File: src/rtl/stream_pkg.sv
// Shared types and sizing helpers for the stream-operator slice datapath.
package stream_pkg;

    typedef enum logic {
        STREAM_RS = 1'b0,
        STREAM_LS = 1'b1
    } stream_dir_e;

    typedef enum logic {
        ST_IDLE = 1'b0,
        ST_SEND = 1'b1
    } state_e;

    function automatic int nslice(input int dw, input int sw);
        return (dw + sw - 32'sd1) / sw;
    endfunction

endpackage

File: src/rtl/stream_slice_serializer.sv
// Serializes a DATA_W word into SLICE_W beats in {>>} or {<<} streaming order.
// Valid bits of each beat are MSB-aligned; out_bits flags a short final beat.
module stream_slice_serializer
    import stream_pkg::*;
#(
    parameter int DATA_W  = 32,
    parameter int SLICE_W = 8
) (
    input  logic                         clk,
    input  logic                         rst_n,
    input  logic                         in_valid,
    output logic                         in_ready,
    input  logic [DATA_W-1:0]            in_data,
    input  logic                         in_dir,
    output logic                         out_valid,
    input  logic                         out_ready,
    output logic [SLICE_W-1:0]           out_data,
    output logic [$clog2(SLICE_W+1)-1:0] out_bits,
    output logic                         out_last
);

    localparam int NSLICE = nslice(DATA_W, SLICE_W);
    localparam int REM    = DATA_W % SLICE_W;
    localparam int CNT_W  = (NSLICE > 32'sd1) ? $clog2(NSLICE) : 32'sd1;
    localparam int BITS_W = $clog2(SLICE_W + 32'sd1);
    localparam int EXT_W  = NSLICE * SLICE_W;

    localparam logic [CNT_W-1:0]  LAST_IDX  = CNT_W'(NSLICE - 32'sd1);
    localparam logic [BITS_W-1:0] FULL_BITS = BITS_W'(SLICE_W);
    localparam logic [BITS_W-1:0] LAST_BITS = (REM != 32'sd0) ? BITS_W'(REM) : BITS_W'(SLICE_W);

    // The word sits in an EXT_W register padded to whole slices: right-stream
    // pads below the word and drains from the top, left-stream pads above and
    // drains from the bottom.
    function automatic logic [EXT_W-1:0] load_ext(input logic [DATA_W-1:0] word,
                                                  input stream_dir_e dir);
        logic [EXT_W-1:0] e;
        if (dir == STREAM_RS) begin
            e = EXT_W'(word) << (EXT_W - DATA_W);
        end else begin
            e = EXT_W'(word);
        end
        return e;
    endfunction

    function automatic logic [EXT_W-1:0] advance(input logic [EXT_W-1:0] ext,
                                                 input stream_dir_e dir);
        logic [EXT_W-1:0] e;
        if (dir == STREAM_RS) begin
            e = ext << SLICE_W;
        end else begin
            e = ext >> SLICE_W;
        end
        return e;
    endfunction

    function automatic logic [SLICE_W-1:0] beat_of(input logic [EXT_W-1:0] ext,
                                                   input stream_dir_e dir,
                                                   input logic last);
        logic [SLICE_W-1:0] b;
        if (dir == STREAM_RS) begin
            b = ext[EXT_W-1 -: SLICE_W];
        end else begin
            b = ext[SLICE_W-1:0];
            if (last && (REM != 32'sd0)) begin
                b = b << (SLICE_W - REM);
            end else begin
                b = b;
            end
        end
        return b;
    endfunction

    state_e              state_q, state_d;
    stream_dir_e         dir_q, dir_d;
    logic [CNT_W-1:0]    idx_q, idx_d;
    logic [EXT_W-1:0]    ext_q, ext_d;
    logic                out_valid_q, out_valid_d;
    logic [SLICE_W-1:0]  out_data_q, out_data_d;
    logic [BITS_W-1:0]   out_bits_q, out_bits_d;
    logic                out_last_q, out_last_d;
    logic                accept_s, in_ready_s, load_s, last_s;

    // Handshake decode, next-state and the registered beat presented next cycle.
    always_comb begin
        accept_s   = out_valid_q && out_ready;
        in_ready_s = (state_q == ST_IDLE) || (accept_s && out_last_q);
        load_s     = in_valid && in_ready_s;

        state_d = state_q;
        dir_d   = dir_q;
        idx_d   = idx_q;
        ext_d   = ext_q;

        if (load_s) begin
            state_d = ST_SEND;
            dir_d   = stream_dir_e'(in_dir);
            idx_d   = '0;
            ext_d   = load_ext(in_data, stream_dir_e'(in_dir));
        end else if (accept_s) begin
            if (out_last_q) begin
                state_d = ST_IDLE;
            end else begin
                idx_d = idx_q + CNT_W'(1'b1);
                ext_d = advance(ext_q, dir_q);
            end
        end else begin
            state_d = state_q;
        end

        last_s      = (idx_d == LAST_IDX);
        out_valid_d = (state_d == ST_SEND);
        if (out_valid_d) begin
            out_data_d = beat_of(ext_d, dir_d, last_s);
            out_bits_d = last_s ? LAST_BITS : FULL_BITS;
            out_last_d = last_s;
        end else begin
            out_data_d = '0;
            out_bits_d = '0;
            out_last_d = 1'b0;
        end
    end

    // State, shift register and output registers.
    always_ff @(posedge clk or negedge rst_n) begin
        if (!rst_n) begin
            state_q     <= ST_IDLE;
            dir_q       <= STREAM_RS;
            idx_q       <= '0;
            ext_q       <= '0;
            out_valid_q <= 1'b0;
            out_data_q  <= '0;
            out_bits_q  <= '0;
            out_last_q  <= 1'b0;
        end else begin
            state_q     <= state_d;
            dir_q       <= dir_d;
            idx_q       <= idx_d;
            ext_q       <= ext_d;
            out_valid_q <= out_valid_d;
            out_data_q  <= out_data_d;
            out_bits_q  <= out_bits_d;
            out_last_q  <= out_last_d;
        end
    end

    assign in_ready  = in_ready_s;
    assign out_valid = out_valid_q;
    assign out_data  = out_data_q;
    assign out_bits  = out_bits_q;
    assign out_last  = out_last_q;

endmodule

File: config.mk
export PLATFORM = sky130hd
export DESIGN_NAME = stream_slice_serializer
export DESIGN_NICKNAME = d
export VERILOG_FILES = /design/src/rtl/stream_pkg.sv /design/src/rtl/stream_slice_serializer.sv
export SDC_FILE = /design/constraint.sdc
export NUM_CORES = 1
export LEC_CHECK = 0
export CORE_MARGIN = 4
export CORE_UTILIZATION = 45
export CTS_CLUSTER_SIZE = 30
export DETAILED_ROUTE_END_ITERATION = 7
export PLACE_DENSITY = 0.75
export SYNTH_ARGS = -nofsm -noshare
export SYNTH_HDL_FRONTEND = slang
export SYNTH_SLANG_ARGS = --single-unit
File: constraint.sdc
create_clock -name clk -period 1.6 [get_ports clk]
set_clock_uncertainty 0.1 [all_clocks]
set_input_delay 0.32 -clock clk [delete_from_list [all_inputs] [get_ports clk]]
set_output_delay 0.32 -clock clk [all_outputs]
set_load 0.05 [all_outputs]
; ---- Yosys cells after proc, flatten, opt, wreduce, memory -nomap -nowiden
; Index checks and enable logic that the tools add are counted.
[totals]
ff_bits = 49
inputBits = 37
out_inout_bits = 15
elab_cells = 33
[classes]
add_sub_neg = 1
eq_ne = 2
n_mux = 15
n_bitwise = 1
n_reduce_logical = 6
[op_table]
columns = op, n
row1 = 2-to-1 mux 32 bit, 4
row2 = 2-to-1 mux 8 bit, 2
row3 = 2-to-1 mux 2 bit, 3
row4 = 2-to-1 mux 1 bit, 5
row5 = 2-to-1 mux 4 bit, 1
row6 = logical AND 1 bit, 3
row7 = adder 2 x 1 -> 2 bit (second input constant), 1
row8 = == test 2 bit (second input constant), 1
row9 = != test 2 x 1 -> 1 bit (second input constant), 1
row10 = AND reduction 2 bit, 1
row11 = nonzero test 2 bit, 1
row12 = logical OR 1 bit, 1
row13 = NOT 1 bit, 1

; ---- Longest topological paths before layout
[depth]
ltp_word = 7
mapped_depth = 6
depth_no_buf = 5

; ---- Worst setup path after synthesis
; Ideal clock, no wire load.
[synth_timing]
path_kind = reg2reg
start = reg, netlist name out_bits[3]
end = reg out_data_q[0], in the netlist out_data[0]
setup_time_ns = 0.101
arrival_time_ns = 1.705
t_required_ns = 1.399
path_slack_ns = -0.306
stages_incl_launch_ff = 7
path_buffers = 1
period_less_slack_ns = 1.906
path_cell_list = dfrtp_1 -> a21boi_4 -> inv_2 -> nand2_2 -> buf_4 -> nor2_1 -> o32ai_1
[synth_lines]
columns = element, line_no
row1 = "end signal, assigned", stream_slice_serializer.sv:141  ; out_data_q <= out_data_d;
row2 = "end, declared", stream_slice_serializer.sv:79  ; logic [SLICE_W-1:0] out_data_q, out_data_d;

; ---- Final worst setup path
[layout_timing]
start = reg out_last_q, in the netlist out_last
end = reg out_data_q[1], in the netlist out_data[1]
[layout_between]
elab_chain_len = 6
word_cells_on_any_way = 12
classes_between = mux (9) / reduce/logical (3)
[layout_rtl]
columns = element, line_no
row1 = "start, declared", stream_slice_serializer.sv:81  ; logic out_last_q, out_last_d;
row2 = "start signal, assigned", stream_slice_serializer.sv:143  ; out_last_q <= out_last_d;
row3 = logical AND 1 bit, stream_slice_serializer.sv:87  ; in_ready_s = (state_q == ST_IDLE) || (accept_s && out_last_q);
row4 = logical OR 1 bit, stream_slice_serializer.sv:87
row5 = logical AND 1 bit, stream_slice_serializer.sv:88  ; load_s = in_valid && in_ready_s;
row6 = 2-to-1 mux 32 bit or 2-to-1 mux 1 bit (tied branches), stream_slice_serializer.sv:95  ; if (load_s) begin
row7 = 2-to-1 mux 8 bit, stream_slice_serializer.sv:61  ; if (dir == STREAM_RS) begin
row8 = 2-to-1 mux 8 bit (*), stream_slice_serializer.sv:113  ; if (out_valid_d) begin
row9 = via out_data_d[1], stream_slice_serializer.sv:79
; Mark *: on every way through the listed nets, which the timed path passes. The rest lies on a longest branch. The select of a mux whose other input is x is not followed.
; A chain may end at the register's enable or synchronous reset.

==> impl_metrics.csv <==
group,metric,value,unit
run_status,run_status,"finished with violations",
run_status,violations,"negative setup slack",
detailed_routing,drt_iter0_markers,227,
detailed_routing,dr_total_vias,1949,
sta,setup_viol,30,
sta,fin_crit,1.70,ns
power_and_ir_drop,power_leakage,1.55,nW
global_route,grtUsageTotal,20.3,%
detailed_routing,drt_wl_total,6610,µm
die,row_count,25,
synthesis,syn_avg_cell_area,10.6,µm²
setup_path,reg2reg_slack,-0.10,ns
detailed_routing,vias_per_cell,5.57,
layout,final_common_cell,"dfrtp_1",
flow_run,drv_cap,0,
global_route,grt_max_degree,46,
placed_design,gp_congestion,0.835,
setup_path,cp_slowest_stage_delay,0.44,ns
detailed_routing,drt_pass1_iterations,4,
layout,multi_input_area,1130,µm²
clocking,cts_sinks,45,
setup_path,startpoint_type,"flip-flop",
layout,final_core_util,70.4,%
power_and_ir_drop,powerDensity,1810,nW/µm²
sta,setup_slack,-0.103,ns
setup_path,worstRegToRegCells,7,
clocking,cts_root_buf,"clkbuf_8",
synthesis,synth_area,2270,µm²
layout,fin_area,3390,µm²
placed_design,port_buffers,48,
sta,holdWs,0.418,ns
placed_design,post_dp_cell_area,3010,µm²
global_route,grt_pass1_vias,1866,
layout,layout_common_cells,"dfrtp_1 (43), nor2_1 (34), clkdlybuf4s50_1 (34), buf_4 (19)",
setup_path,crit_chain,"a21boi_4 -> buf_6 -> nor2_4 -> buf_12 -> buf_4 -> a211oi_4 -> o32ai_1",
clocking,cts_max_path_buffers,2,
setup_path,slowest_stage,"dfrtp_2",
clocking,clkTransAtPathRegs,0.08,ns
sta,slew_viol_final,0,
synthesis,synth-seq-area-share,49.6,%
clocking,htree_num_levels,2,
layout,syn2layout_area_growth,49.5,%
setup_path,r2r-end,"out_data[1]",
detailed_routing,antenna_left,0,
layout,final_layout_size_suffix_gt1_share,28.6,%
synthesis,yosysUniqueCellTypes,31,
setup_path,end_kind,"flip-flop",
setup_path,worstReg2RegStart,"out_last",
die,io_pins,52,
layout,diodes,0,
setup_path,worstPathRequired,1.68,ns
layout,nFillCells,346,
setup_path,cp_num_buf_inv,3,
detailed_routing,post_drt_wl_per_cell,18.9,µm
die,core,4820,µm²
global_route,grt_overflow,0,
layout,final-seq-area,1130,µm²
sta,max_freq,587,MHz
sta,rsz0062_at_grt,"true",
die,dieHeight,79.0,µm
setup_path,setup.worst_path.start,"out_last",
clocking,cts_made_buffers,5,
synthesis,yosys_warnings,0,
global_route,grt_pass1_wl,9740,µm
placed_design,hpwl,4200,µm
detailed_routing,drc,0,
setup_path,path_delay_family,"compound AO/OA/AOI/OAI gates",
synthesis,ys_seq_elements,45,
die,die-area,6240,µm²
sta,post-route-period-util,106,%
power_and_ir_drop,ir_drop,0.00112,V
power_and_ir_drop,power,0.00615,W
global_route,antenna_found_initial,0,
clocking,worstSkewPairLatency,0.31,ns
setup_path,worst-path-max-fanout,7,
worst_hold_path,min_path_type,"input pin to asynchronous set/reset pin",
clocking,tritoncts,"done",
setup_path,worst-setup-path-type,"flip-flop to flip-flop",
die,start_util,47.1,%
synthesis,syn_inst,214,
die,die_x,79.0,µm
setup_path,arrival,1.78,ns
layout,fin_nets,319,
sta,hold_violations,0,
## logic make-up after synthesis
family | after synthesis | synth area share, %
xor gates and xnor gates | 2 | 0.772
AOI/OAI and AO/OA | 44 | 19.2
buffers and inverters | 30 | 7.72
other | 1 | 0.165
and+or+nand+nor | 76 | 15.4
muxes | 16 | 7.06
DFF | 45 | 49.6
## cell type report
cell class / instances / share of cell area, %
Tap cell: 67 / 2.47
Sequential cell: 45 / 33.3
Clock buffer: 7 / 2.54
Timing Repair Buffer: 77 / 26.1
Clock inverter: 1 / 0.885
Inverter: 11 / 1.36
Multi-Input combinational cell: 142 / 33.3
## synth_stat cells, drive strengths merged
library cell  count  area (µm²)
a211oi            8        95.1
a21boi            1        18.8
a21oi             1        5.00
a221o            16         160
a22oi             1        12.5
a31o              8        70.1
and3              9        56.3
and3b             1        8.76
buf              18         130
clkbuf            1        3.75
conb              1        3.75
dfrtp            45        1130
inv              11        41.3
mux2i            16         160
nand2            12        47.6
nand3             8        40.0
nand3b            1        7.51
nor2             36         145
nor3              9        45.0
o21ai             1        5.00
o32ai             8        70.1
xnor2             1        8.76
xor2              1        8.76
## registers in the layout, summed over array words and instances (netlist names)
signal / count
dir_q: 1
ext_q: 32
idx_q: 2
out_bits: 1
out_data: 8
out_last: 1
## stage by stage
stage | instances | worst slack, ns | TNS, ns
floorplan | 216 | -0.112 | -1.99
global placement | 332 | -0.454 | -13.68
detailed placement | 332 | -0.559 | -16.49
CTS | 345 | -0.0497 | -0.956
global route | 350 | -0.131 | -2.94
finish | 350 | -0.103 | -1.58
## how the worst max path moves through the flow
stage / end / slack, ns / depth (start not counted)
3_3_place_gp: out_data[7] / -0.45 / 5
3_5_place_dp: out_data[7] / -0.56 / 5
6_report: out_data[1] / -0.10 / 7
4_1_cts: in_ready / -0.05 / 4
2_1_floorplan: ext_q[17] / -0.11 / 5
5_1_grt: out_data[1] / -0.13 / 7
## worst reg2reg max path, delay by kind of cell, from the launching register on
family	cells	cell delay, ns
and+or+nand+nor	1	0.04
DFF	1	0.44
AOI/OAI and AO/OA	3	0.56
buffers and inverters	3	0.44
## per-layer routing
metal  track usage, %  part of all wire, %  wire length [µm]
met4             7.90                  1.8               117
met1             30.3                   42              2790
met2             29.5                   47              3080
met3             3.17                  9.4               618
met5                0                    0                 0
## report_power, final
group | total (W) | switching (W) | leakage, nW | internal [W]
clock | 0.000896 | 0.000386 | 0.0585 | 0.000509
combinational | 0.00318 | 0.00159 | 0.918 | 0.00159
sequential | 0.00207 | 0.000467 | 0.575 | 0.00161
## repair_timing
action,CTS,global route
setup endpoints to repair,38,34
hold buffers,1,0
endpoints found under the hold margin,45,0
buffers inserted,4,4
pin swaps,10,13
gates cloned,0,1
resized for setup,9,22
No activity file was read; power rests on OpenSTA's default activity.
